### src/rtl/float_div_pkg.sv
`default_nettype none
// ============================================================================
// Module      : float_params (package)
// Description : Float datapath widths and divider state encoding.
// Revision    : 1.0 - initial release
// ============================================================================
package float_params;

    localparam int float_width      = 32;
    localparam int float_exp_width  = 8;
    localparam int float_mant_width = 23;
    localparam int float_exp_bias   = 127;

    typedef enum logic [1:0] {
        IDLE = 2'd0,
        DIV  = 2'd1,
        NORM = 2'd2
    } float_div_state_e;

endpackage
`default_nettype wire

### src/rtl/float_div_mant.sv
`default_nettype none
// ============================================================================
// Module      : float_div_mant
// Description : Restoring mantissa divider, one quotient bit per clock.
// Revision    : 1.0 - initial release
// ============================================================================
module float_div_mant
    import float_params::*;
(
    input  logic                        clk,
    input  logic                        rst,
    input  logic                        start,
    input  logic [float_mant_width:0]   dividend,
    input  logic [float_mant_width:0]   divisor,
    output logic [float_mant_width+1:0] q,
    output logic                        done
);

    localparam int          QW          = float_mant_width + 2;
    localparam logic [4:0]  C_LAST_ITER = 5'(QW - 1);

    logic [QW-1:0]            r_rem;
    logic [QW-1:0]            r_q;
    logic [float_mant_width:0] r_div;
    logic [4:0]               r_cnt;
    logic                     r_active;

    logic                     w_ge;
    logic [QW-1:0]            w_diff;

    // rem < 2*div always holds, so the shifted remainder never loses its MSB
    assign w_ge   = (r_rem >= {1'b0, r_div});
    assign w_diff = r_rem - {1'b0, r_div};

    always_ff @(posedge clk or negedge rst) begin
        if (!rst) begin
            r_rem    <= '0;
            r_q      <= '0;
            r_div    <= '0;
            r_cnt    <= '0;
            r_active <= 1'b0;
        end else if (start) begin
            r_rem    <= {1'b0, dividend};
            r_div    <= divisor;
            r_q      <= '0;
            r_cnt    <= '0;
            r_active <= 1'b1;
        end else if (r_active) begin
            if (w_ge) begin
                r_rem <= {w_diff[QW-2:0], 1'b0};
                r_q   <= {r_q[QW-2:0], 1'b1};
            end else begin
                r_rem <= {r_rem[QW-2:0], 1'b0};
                r_q   <= {r_q[QW-2:0], 1'b0};
            end
            r_cnt <= r_cnt + 5'd1;
            if (r_cnt == C_LAST_ITER) begin
                r_active <= 1'b0;
            end
        end
    end

    assign q    = r_q;
    assign done = r_active && (r_cnt == C_LAST_ITER);

endmodule
`default_nettype wire

### src/rtl/float_div.sv
`default_nettype none
// ============================================================================
// Module      : float_div
// Description : Iterative single-precision divider (truncating, no denormals).
// Revision    : 1.0 - initial release
// ============================================================================
module float_div
    import float_params::*;
(
    input  logic                   clk,
    input  logic                   rst,
    input  logic                   req,
    input  logic [float_width-1:0] a,
    input  logic [float_width-1:0] b,
    output logic                   busy,
    output logic                   ack,
    output logic [float_width-1:0] out
);

    localparam logic signed [9:0] C_EXP_MAX = 10'sd255;
    localparam logic signed [9:0] C_EXP_MIN = 10'sd0;

    float_div_state_e              r_state;
    logic                          r_busy;
    logic                          r_ack;
    logic [float_width-1:0]        r_out;
    logic                          r_sign;
    logic signed [9:0]             r_exp_raw;

    logic                          w_a_sign;
    logic                          w_b_sign;
    logic [float_exp_width-1:0]    w_a_exp;
    logic [float_exp_width-1:0]    w_b_exp;
    logic [float_mant_width-1:0]   w_a_mant;
    logic [float_mant_width-1:0]   w_b_mant;
    logic                          w_sign;
    logic                          w_start;
    logic signed [9:0]             w_exp_raw;
    logic [float_mant_width+1:0]   w_q;
    logic                          w_done;
    logic [float_mant_width-1:0]   w_norm_mant;
    logic signed [9:0]             w_norm_exp;
    logic [float_width-1:0]        w_norm_out;

    assign {w_a_sign, w_a_exp, w_a_mant} = a;
    assign {w_b_sign, w_b_exp, w_b_mant} = b;
    assign w_sign    = w_a_sign ^ w_b_sign;
    assign w_start   = (r_state == IDLE) && req && (w_a_exp != '0) && (w_b_exp != '0);
    assign w_exp_raw = {2'b00, w_a_exp} - {2'b00, w_b_exp} + 10'(float_exp_bias);

    float_div_mant u_mant (
        .clk      (clk),
        .rst      (rst),
        .start    (w_start),
        .dividend ({1'b1, w_a_mant}),
        .divisor  ({1'b1, w_b_mant}),
        .q        (w_q),
        .done     (w_done)
    );

    // Quotient in (0.5, 2): q[24] set means no left-normalisation needed
    always_comb begin
        w_norm_mant = w_q[float_mant_width+1] ? w_q[float_mant_width:1]
                                              : w_q[float_mant_width-1:0];
        w_norm_exp  = w_q[float_mant_width+1] ? r_exp_raw : (r_exp_raw - 10'sd1);
        w_norm_out  = {r_sign, w_norm_exp[float_exp_width-1:0], w_norm_mant};
        if (w_norm_exp <= C_EXP_MIN) begin
            w_norm_out = '0;
        end else if (w_norm_exp >= C_EXP_MAX) begin
            w_norm_out = {r_sign, {float_exp_width{1'b1}}, {float_mant_width{1'b0}}};
        end
    end

    always_ff @(posedge clk or negedge rst) begin
        if (!rst) begin
            r_state   <= IDLE;
            r_busy    <= 1'b0;
            r_ack     <= 1'b0;
            r_out     <= '0;
            r_sign    <= 1'b0;
            r_exp_raw <= '0;
        end else begin
            r_ack <= 1'b0;
            case (r_state)
                IDLE: begin
                    if (req) begin
                        if (w_a_exp == '0) begin
                            r_out <= '0;
                            r_ack <= 1'b1;
                        end else if (w_b_exp == '0) begin
                            r_out <= {w_sign, {float_exp_width{1'b1}}, {float_mant_width{1'b0}}};
                            r_ack <= 1'b1;
                        end else begin
                            r_sign    <= w_sign;
                            r_exp_raw <= w_exp_raw;
                            r_busy    <= 1'b1;
                            r_state   <= DIV;
                        end
                    end
                end
                DIV: begin
                    if (w_done) begin
                        r_state <= NORM;
                    end
                end
                NORM: begin
                    r_out   <= w_norm_out;
                    r_ack   <= 1'b1;
                    r_busy  <= 1'b0;
                    r_state <= IDLE;
                end
                default: begin
                    r_state <= IDLE;
                    r_busy  <= 1'b0;
                end
            endcase
        end
    end

    assign busy = r_busy;
    assign ack  = r_ack;
    assign out  = r_out;

endmodule
`default_nettype wire

### config.mk
export PLATFORM = sky130hd
export DESIGN_NAME = float_div
export DESIGN_NICKNAME = d
export VERILOG_FILES = /design/src/rtl/float_div_pkg.sv /design/src/rtl/float_div_mant.sv /design/src/rtl/float_div.sv
export SDC_FILE = /design/constraint.sdc
export NUM_CORES = 1
export LEC_CHECK = 0
export CAP_MARGIN = 20
export CELL_PAD_IN_SITES_DETAIL_PLACEMENT = 0
export CELL_PAD_IN_SITES_GLOBAL_PLACEMENT = 2
export CORE_ASPECT_RATIO = 1.4
export CORE_UTILIZATION = 34
export DETAILED_ROUTE_END_ITERATION = 8
export GPL_TIMING_DRIVEN = 0
export PLACE_DENSITY_LB_ADDON = 0.2
export SLEW_MARGIN = 20
export SYNTH_ARGS = -nofsm -noshare
export SYNTH_HDL_FRONTEND = slang
export SYNTH_SLANG_ARGS = --single-unit
### constraint.sdc
create_clock -name clk -period 3.3 [get_ports clk]
set_input_delay 0.33 -clock clk [delete_from_list [all_inputs] [get_ports clk]]
set_output_delay 0.33 -clock clk [all_outputs]
set_load 0.03 [all_outputs]
# Word level (Yosys, flattened, before mapping)

Cells that the tools add are included.
W data, S select, Z words.

Reduce and logical (&&, ||, !) cells: 15
Bitwise operators: 4
$lt $le $gt $ge: 3
Add/sub/neg operators: 5
Equal/unequal tests: 8
Muxes and demuxes: 32

Operators with widths:

| kind                    | count |
|---|---|
| $mux W32                | 4 |
| $mux W25                | 5 |
| $pmux W32 S2            | 1 |
| $mux W31                | 1 |
| $ge A25 B24 Y1          | 1 |
| $sub A24 B24 Y24        | 1 |
| $mux W23                | 1 |
| $logic_not A8 Y1        | 2 |
| $reduce_bool A8 Y1      | 2 |
| $reduce_and A4 Y1       | 3 |
| $add A9 B8 Y10 const B  | 1 |
| $ge A10 B9 Y1 const B   | 1 |
| $le A10 B1 Y1 const B   | 1 |
| $mux W1                 | 10 |
| $mux W10                | 1 |
| $mux W5                 | 2 |
| $sub A10 B2 Y10 const B | 1 |
| $sub A8 B8 Y9           | 1 |
| $mux W2                 | 4 |
| $ne A2 B2 Y1 const B    | 3 |
| $add A5 B1 Y5 const B   | 1 |
| $eq A5 B5 Y1 const B    | 1 |
| $logic_and A1 B1 Y1     | 4 |
| $pmux W1 S2             | 2 |
| other kinds (10)        | 13 |

Register bits after elaboration: 127

# Longest topological paths before layout

Depth after elaboration: 6
Mapped depth: 12

# Modules after synthesis

Synthesis repeated with hierarchy kept, for this count alone.

Cell total of the unflattened synthesis: 894
Area, all modules: 8034.0 um2

By module, submodules not included:

| module         | cells each | sequential area each (um2) | times used | area each (um2) |
|---|---|---|---|---|
| float_div_mant | 560        | 2001.9                     | 1          | 4929.7 |
| float_div      | 334        | 1176.1                     | 1          | 3104.2 |

# Worst setup path before layout

Ideal clock, no wire load.

Path type: register to register
Start: register u_mant.r_div[0]
End: register u_mant.r_rem[23]
Library setup time: 0.126 ns
Slack: 0.615 ns
Arrival: 2.559 ns
Cell stages (with the launch flop): 11
Data required time: 3.174 ns
Period minus slack after synthesis: 2.685 ns
Path buffers: 0
Cells stage by stage: dfrtp_1 ha_1 fa_1 nand2b_1 nand2b_1 a211o_1 a31oi_1 o31ai_1 nand2_1 mux2_2 o32a_1

Longest elaborated chain between the ends: 4
Elaborated cells on any way between the ends: 5
Classes of those cells: add/sub: 1; order compare: 1; mux: 3

RTL lines:

| item                                                      | line                                       | RTL |
|---|---|---|
| from (decl)                                               | float_div_mant.sv:24                       | `logic [float_mant_width:0] r_div;` |
| from (signal assigned)                                    | float_div_mant.sv:44                       | `r_div <= divisor;` |
| $sub A24 B24 Y24 / $ge A25 B24 Y1 (equally long branches) | float_div_mant.sv:33, float_div_mant.sv:32 |  |
| $mux W25 (*)                                              | float_div_mant.sv:49                       | `if (w_ge) begin` |
| $mux W25 (*)                                              | float_div_mant.sv:48                       | `end else if (r_active) begin` |
| $mux W25 (*)                                              | float_div_mant.sv:42                       | `end else if (start) begin` |
| to (signal assigned)                                      | float_div_mant.sv:43                       | `r_rem <= {1'b0, dividend};` |
| to (signal assigned)                                      | float_div_mant.sv:50                       | `r_rem <= {w_diff[QW-2:0], 1'b0};` |
| to (signal assigned)                                      | float_div_mant.sv:53                       | `r_rem <= {r_rem[QW-2:0], 1'b0};` |
| to (decl)                                                 | float_div_mant.sv:22                       | `logic [QW-1:0] r_rem;` |

Mark *: on every way between the ends. The rest lies on a longest branch, timed or not. The select of a mux whose other input is x is not followed.
A chain may end at the register's enable or synchronous reset.

# Final worst setup path

Start: register u_mant.r_rem[19]
End: register u_mant.r_rem[23]

Longest elaborated chain between the ends: 4
Elaborated cells on any way between the ends: 5
Classes of those cells: add/sub: 1; order compare: 1; mux: 3

RTL lines:

| item                                                      | line |
|---|---|
| $sub A24 B24 Y24 / $ge A25 B24 Y1 (equally long branches) | float_div_mant.sv:33, float_div_mant.sv:32 |
| $mux W25 (*)                                              | float_div_mant.sv:49 |
| $mux W25 (*)                                              | float_div_mant.sv:48 |
| $mux W25 (*)                                              | float_div_mant.sv:42 |

Marked as above.

==> results.py <==
metrics = {
    "status": {
        "status": "completed",
    },
    "route": {
        "wirelength_mm": 20.5,
        "ant_nets": 0,
        "viasPerCell": 4.94,
        "num_vias": 6219,
        "wire_per_inst_um": 16.2,
        "dr.pass1.iters": 4,
        "drc": 0,
        "initialDrtViolationCount": 264,
    },
    "power": {
        "sw_frac_of_total_pct": 44.5,
        "power.share.clock_pct": 17.1,
        "power.total_mw": 10.4,
        "p_sw_mw": 4.63,
        "ir_drop_v": 0.000423,
        "p_leak_nw": 4.35,
        "powerDensity_nw_per_um2": 1100,
        "internal_power_mw": 5.78,
        "seqPwrFrac_pct": 26.2,
        "pwr-share-comb_pct": 56.6,
    },
    "grt": {
        "grt_usage_pct": 19.4,
        "grt_pass1_wl_mm": 33.5,
        "grt_pass1_vias": 6451,
        "antenna_found_initial": 0,
        "grt_max_degree": 70,
        "grt_overflow_total": 0,
    },
    "clock_tree": {
        "clock_latency_ns": 0.43,
        "clockBufferDepth": 2,
        "cts_tree": "built",
        "h-tree-depth": 4,
        "cts-buffers-inserted": 17,
        "post-cts-setup-buffers": 0,
        "clk_pin_slew_worst_paths_ns": 0.07,
        "root_buffer": "clkbuf_16",
        "cts_sinks": 127,
    },
    "cells_and_area": {
        "final-seq-area_um2": 3180,
        "multi_input_area_um2": 4000,
        "areaGrowthSynthToFinish_pct": 26.5,
        "stdcell_count": 1260,
        "drive_above_1_share_pct": 5.48,
        "nFillCells": 2182,
        "antennaDiodeCount": 0,
        "nNetsFinal": 1060,
    },
    "yosys": {
        "synth_compound_area_share_pct": 17.3,
        "synth_nets": 939,
        "yosysTopAreaCellShare_pct": 42.4,
        "syn-instance-count": 834,
        "synth_mux_area_share_pct": 8.18,
        "yosysWarnings": 0,
        "synthAdderAreaFrac_pct": 6.55,
        "syn-mean-instance-area_um2": 8.98,
        "synth_edf_count": 0,
        "synth-simple-area-share_pct": 16.1,
        "syn_area_um2": 7490,
        "synth.area.top_cells": "dfrtp_1, mux2i_1, ha_1, o21ai_0, nand2_1",
        "synth_top_family_by_area": "compound AO/OA/AOI/OAI gates",
        "synth_flop_cell": "dfrtp_1",
        "ys_seq_elements": 127,
        "synth_xor_area_share_pct": 4.91,
        "ys_types": 61,
        "yosysTopAreaCell": "dfrtp_1",
        "synthArstFlopShare_pct": 100,
        "ys_seq_area_share_pct": 42.4,
    },
    "setup_path": {
        "r2r_slack_ns": 0.20,
        "r2r_start": "u_mant.r_rem[19]",
        "path_class": "reg -> reg",
        "arrival_ns": 3.41,
        "path_cells": "ha_1 -> and2_1 -> a211o_1 -> a31oi_1 -> or3b_1 -> o21a_1 -> clkbuf_2 -> nor2_1 -> a21oi_1 -> o32a_1",
        "path_max_fanout": 10,
        "required_ns": 3.60,
        "r2r-end": "u_mant.r_rem[23]",
        "path_delay_family": "compound AO/OA/AOI/OAI gates",
        "worstPathBufferInverterCount": 1,
        "cpPeakStageDelay_ns": 0.43,
        "crit_slowest_cell": "dfrtp_1",
        "reg2reg_depth": 10,
        "cp-end-kind": "register",
        "start_kind": "register",
    },
    "floorplan": {
        "fp.dieH_um": 178,
        "die_area_um2": 22600,
        "boundaryPins": 101,
        "fp-row-count": 63,
        "core_area_um2": 21400,
        "die_x_um": 127,
        "start_util_pct": 35.1,
    },
    "sta": {
        "rsz0062_at_grt": "no",
        "holdWs_ns": 0.450,
        "fin_crit_ns": 3.10,
        "finClkSkew_ns": 0.00997,
        "setup_tns_ns": 0,
        "setup_viol": 0,
        "tightest_slew_ns": 0.756,
        "period_share_pct": 94.1,
        "max_freq_ghz": 0.322,
        "hold_violations": 0,
        "slew_violations": 0,
        "max-slew-margin-rel_pct": 49.6,
        "worst_slack_ns": 0.196,
    },
    "placement": {
        "gp_congestion": 0.810,
        "pre_cts_slack_ns": 0.0525,
        "dp.cells": 1227,
        "numPortBuffers": 100,
        "post-dp-hpwl_mm": 15.4,
    },
    "min_path": {
        "hold_path_class": "in -> async",
    },
    "job": {
        "drv_cap": 0,
    },
}
-- how the worst max path moves through the flow --
| stage | from | depth (start not counted) | slack, ns | endpoint |
|---|---|---|---|---|
| floorplan | u_mant.r_div[0] | 10 | 0.61 | u_mant.r_rem[23] |
| global placement | rst | 1 | -3.56 | u_mant.r_rem[16] |
| detailed placement | a[24] | 9 | 0.05 | u_mant.r_rem[24] |
| CTS | r_exp_raw[0] | 9 | 0.05 | out[17] |
| global route | u_mant.r_rem[19] | 10 | 0.004 | u_mant.r_rem[23] |
| finish | u_mant.r_rem[19] | 10 | 0.20 | u_mant.r_rem[23] |
-- metrics by stage --
stage / cell area [um2] / util, %
after floorplan: 7490 / -
after global placement: 8860 / 41.5
after detailed placement: 8890 / 41.6
after CTS: 9450 / 44.2
after global routing: 9480 / 44.4
final: 9480 / 44.4
-- cell families (layout without fill, tap and decap cells) --
kind of cell / Yosys count / count (layout)
adder cells (fa/ha/maj): 38 / 38
AO/OA/AOI/OAI: 215 / 215
multiplexers: 61 / 61
flip-flops: 127 / 127
buffers and inverters: 89 / 223
AND/OR/NAND/NOR: 262 / 262
XOR/XNOR: 42 / 42
-- synth_stat cells (2+ instances only) --
library cell and count:
fa_1 2, mux2_2 2, or2_2 5, and3_1 12, nand4_1 6, xor2_1 16
nand2b_1 7, ha_1 36, and4_1 3, and2_1 2, nand4b_1 2, nor2b_1 5
o21a_1 8, a211o_1 4, o221ai_1 5, a21o_1 15, o31ai_1 8, o22ai_1 3
a21oi_1 49, a31oi_1 9, nor2_1 79, dfrtp_1 127, o211a_1 2, or3_1 4
nand2_1 103, o21ai_0 87, nor3b_1 2, inv_1 47, a211oi_1 7, buf_1 5
nor3_1 11, buf_2 3, clkbuf_2 2, xnor2_1 26, nand3_1 6, mux2i_1 59
o21bai_1 3, nor4_1 8, o41ai_1 2, clkbuf_1 31
-- sequential cells by signal (all words and copies together) (netlist names) --
| register | flops |
|---|---|
| out | 32 |
| u_mant.q | 25 |
| u_mant.r_rem | 25 |
| u_mant.r_div | 24 |
| r_exp_raw | 10 |
| u_mant.r_cnt | 5 |
| r_state | 2 |
| ack | 1 |
| busy | 1 |
| r_sign | 1 |
| u_mant.r_active | 1 |
-- per-layer routing --
metal	share of wire, %	track usage (%)
met5	0	0
met4	1.5	5.85
met3	2.1	3.14
met2	55	36.9
met1	41	21.9
-- power by group through the flow --
stage / Clock [mW] / Combinational (mW) / Sequential (mW)
after floorplan: 0 / 4.16 / 2.86
after global placement: 0 / 5.85 / 2.75
after detailed placement: 0 / 5.89 / 2.76
after CTS: 1.83 / 5.91 / 2.73
after global routing: 1.90 / 6.62 / 2.83
final: 1.79 / 5.90 / 2.73
-- final cells by class --
cell class                 instances  area share, %
tap                              292           3.85
clock inverter                    15           1.32
inverter                          48           1.90
multi-input combinational        618           42.2
buffer                            41           1.73
clock buffer                      17           4.49
sequential                       127           33.5
timing repair buffer             102           11.0
-- layout by cell type, fill, tap and decap left out, drive strengths merged, types with 15 or more instances in the layout --
| cell type | Yosys | final |
|---|---|---|
| a21o | 15 | 15 |
| a21oi | 49 | 49 |
| clkbuf | 33 | 52 |
| clkdlybuf4s50 | 0 | 99 |
| dfrtp | 127 | 127 |
| ha | 36 | 36 |
| inv | 47 | 55 |
| mux2i | 59 | 59 |
| nand2 | 103 | 103 |
| nor2 | 79 | 79 |
| o21ai | 87 | 87 |
| xnor2 | 26 | 26 |
| xor2 | 16 | 16 |
-- repair_timing --
action | 4_1_cts | 5_1_grt
setup endpoints to repair | 0 | 30
hold buffers | 1 | 0
resized for setup | 0 | 7
hold endpoints to repair | 68 | 0
No activity file was read; power rests on OpenSTA's default activity.
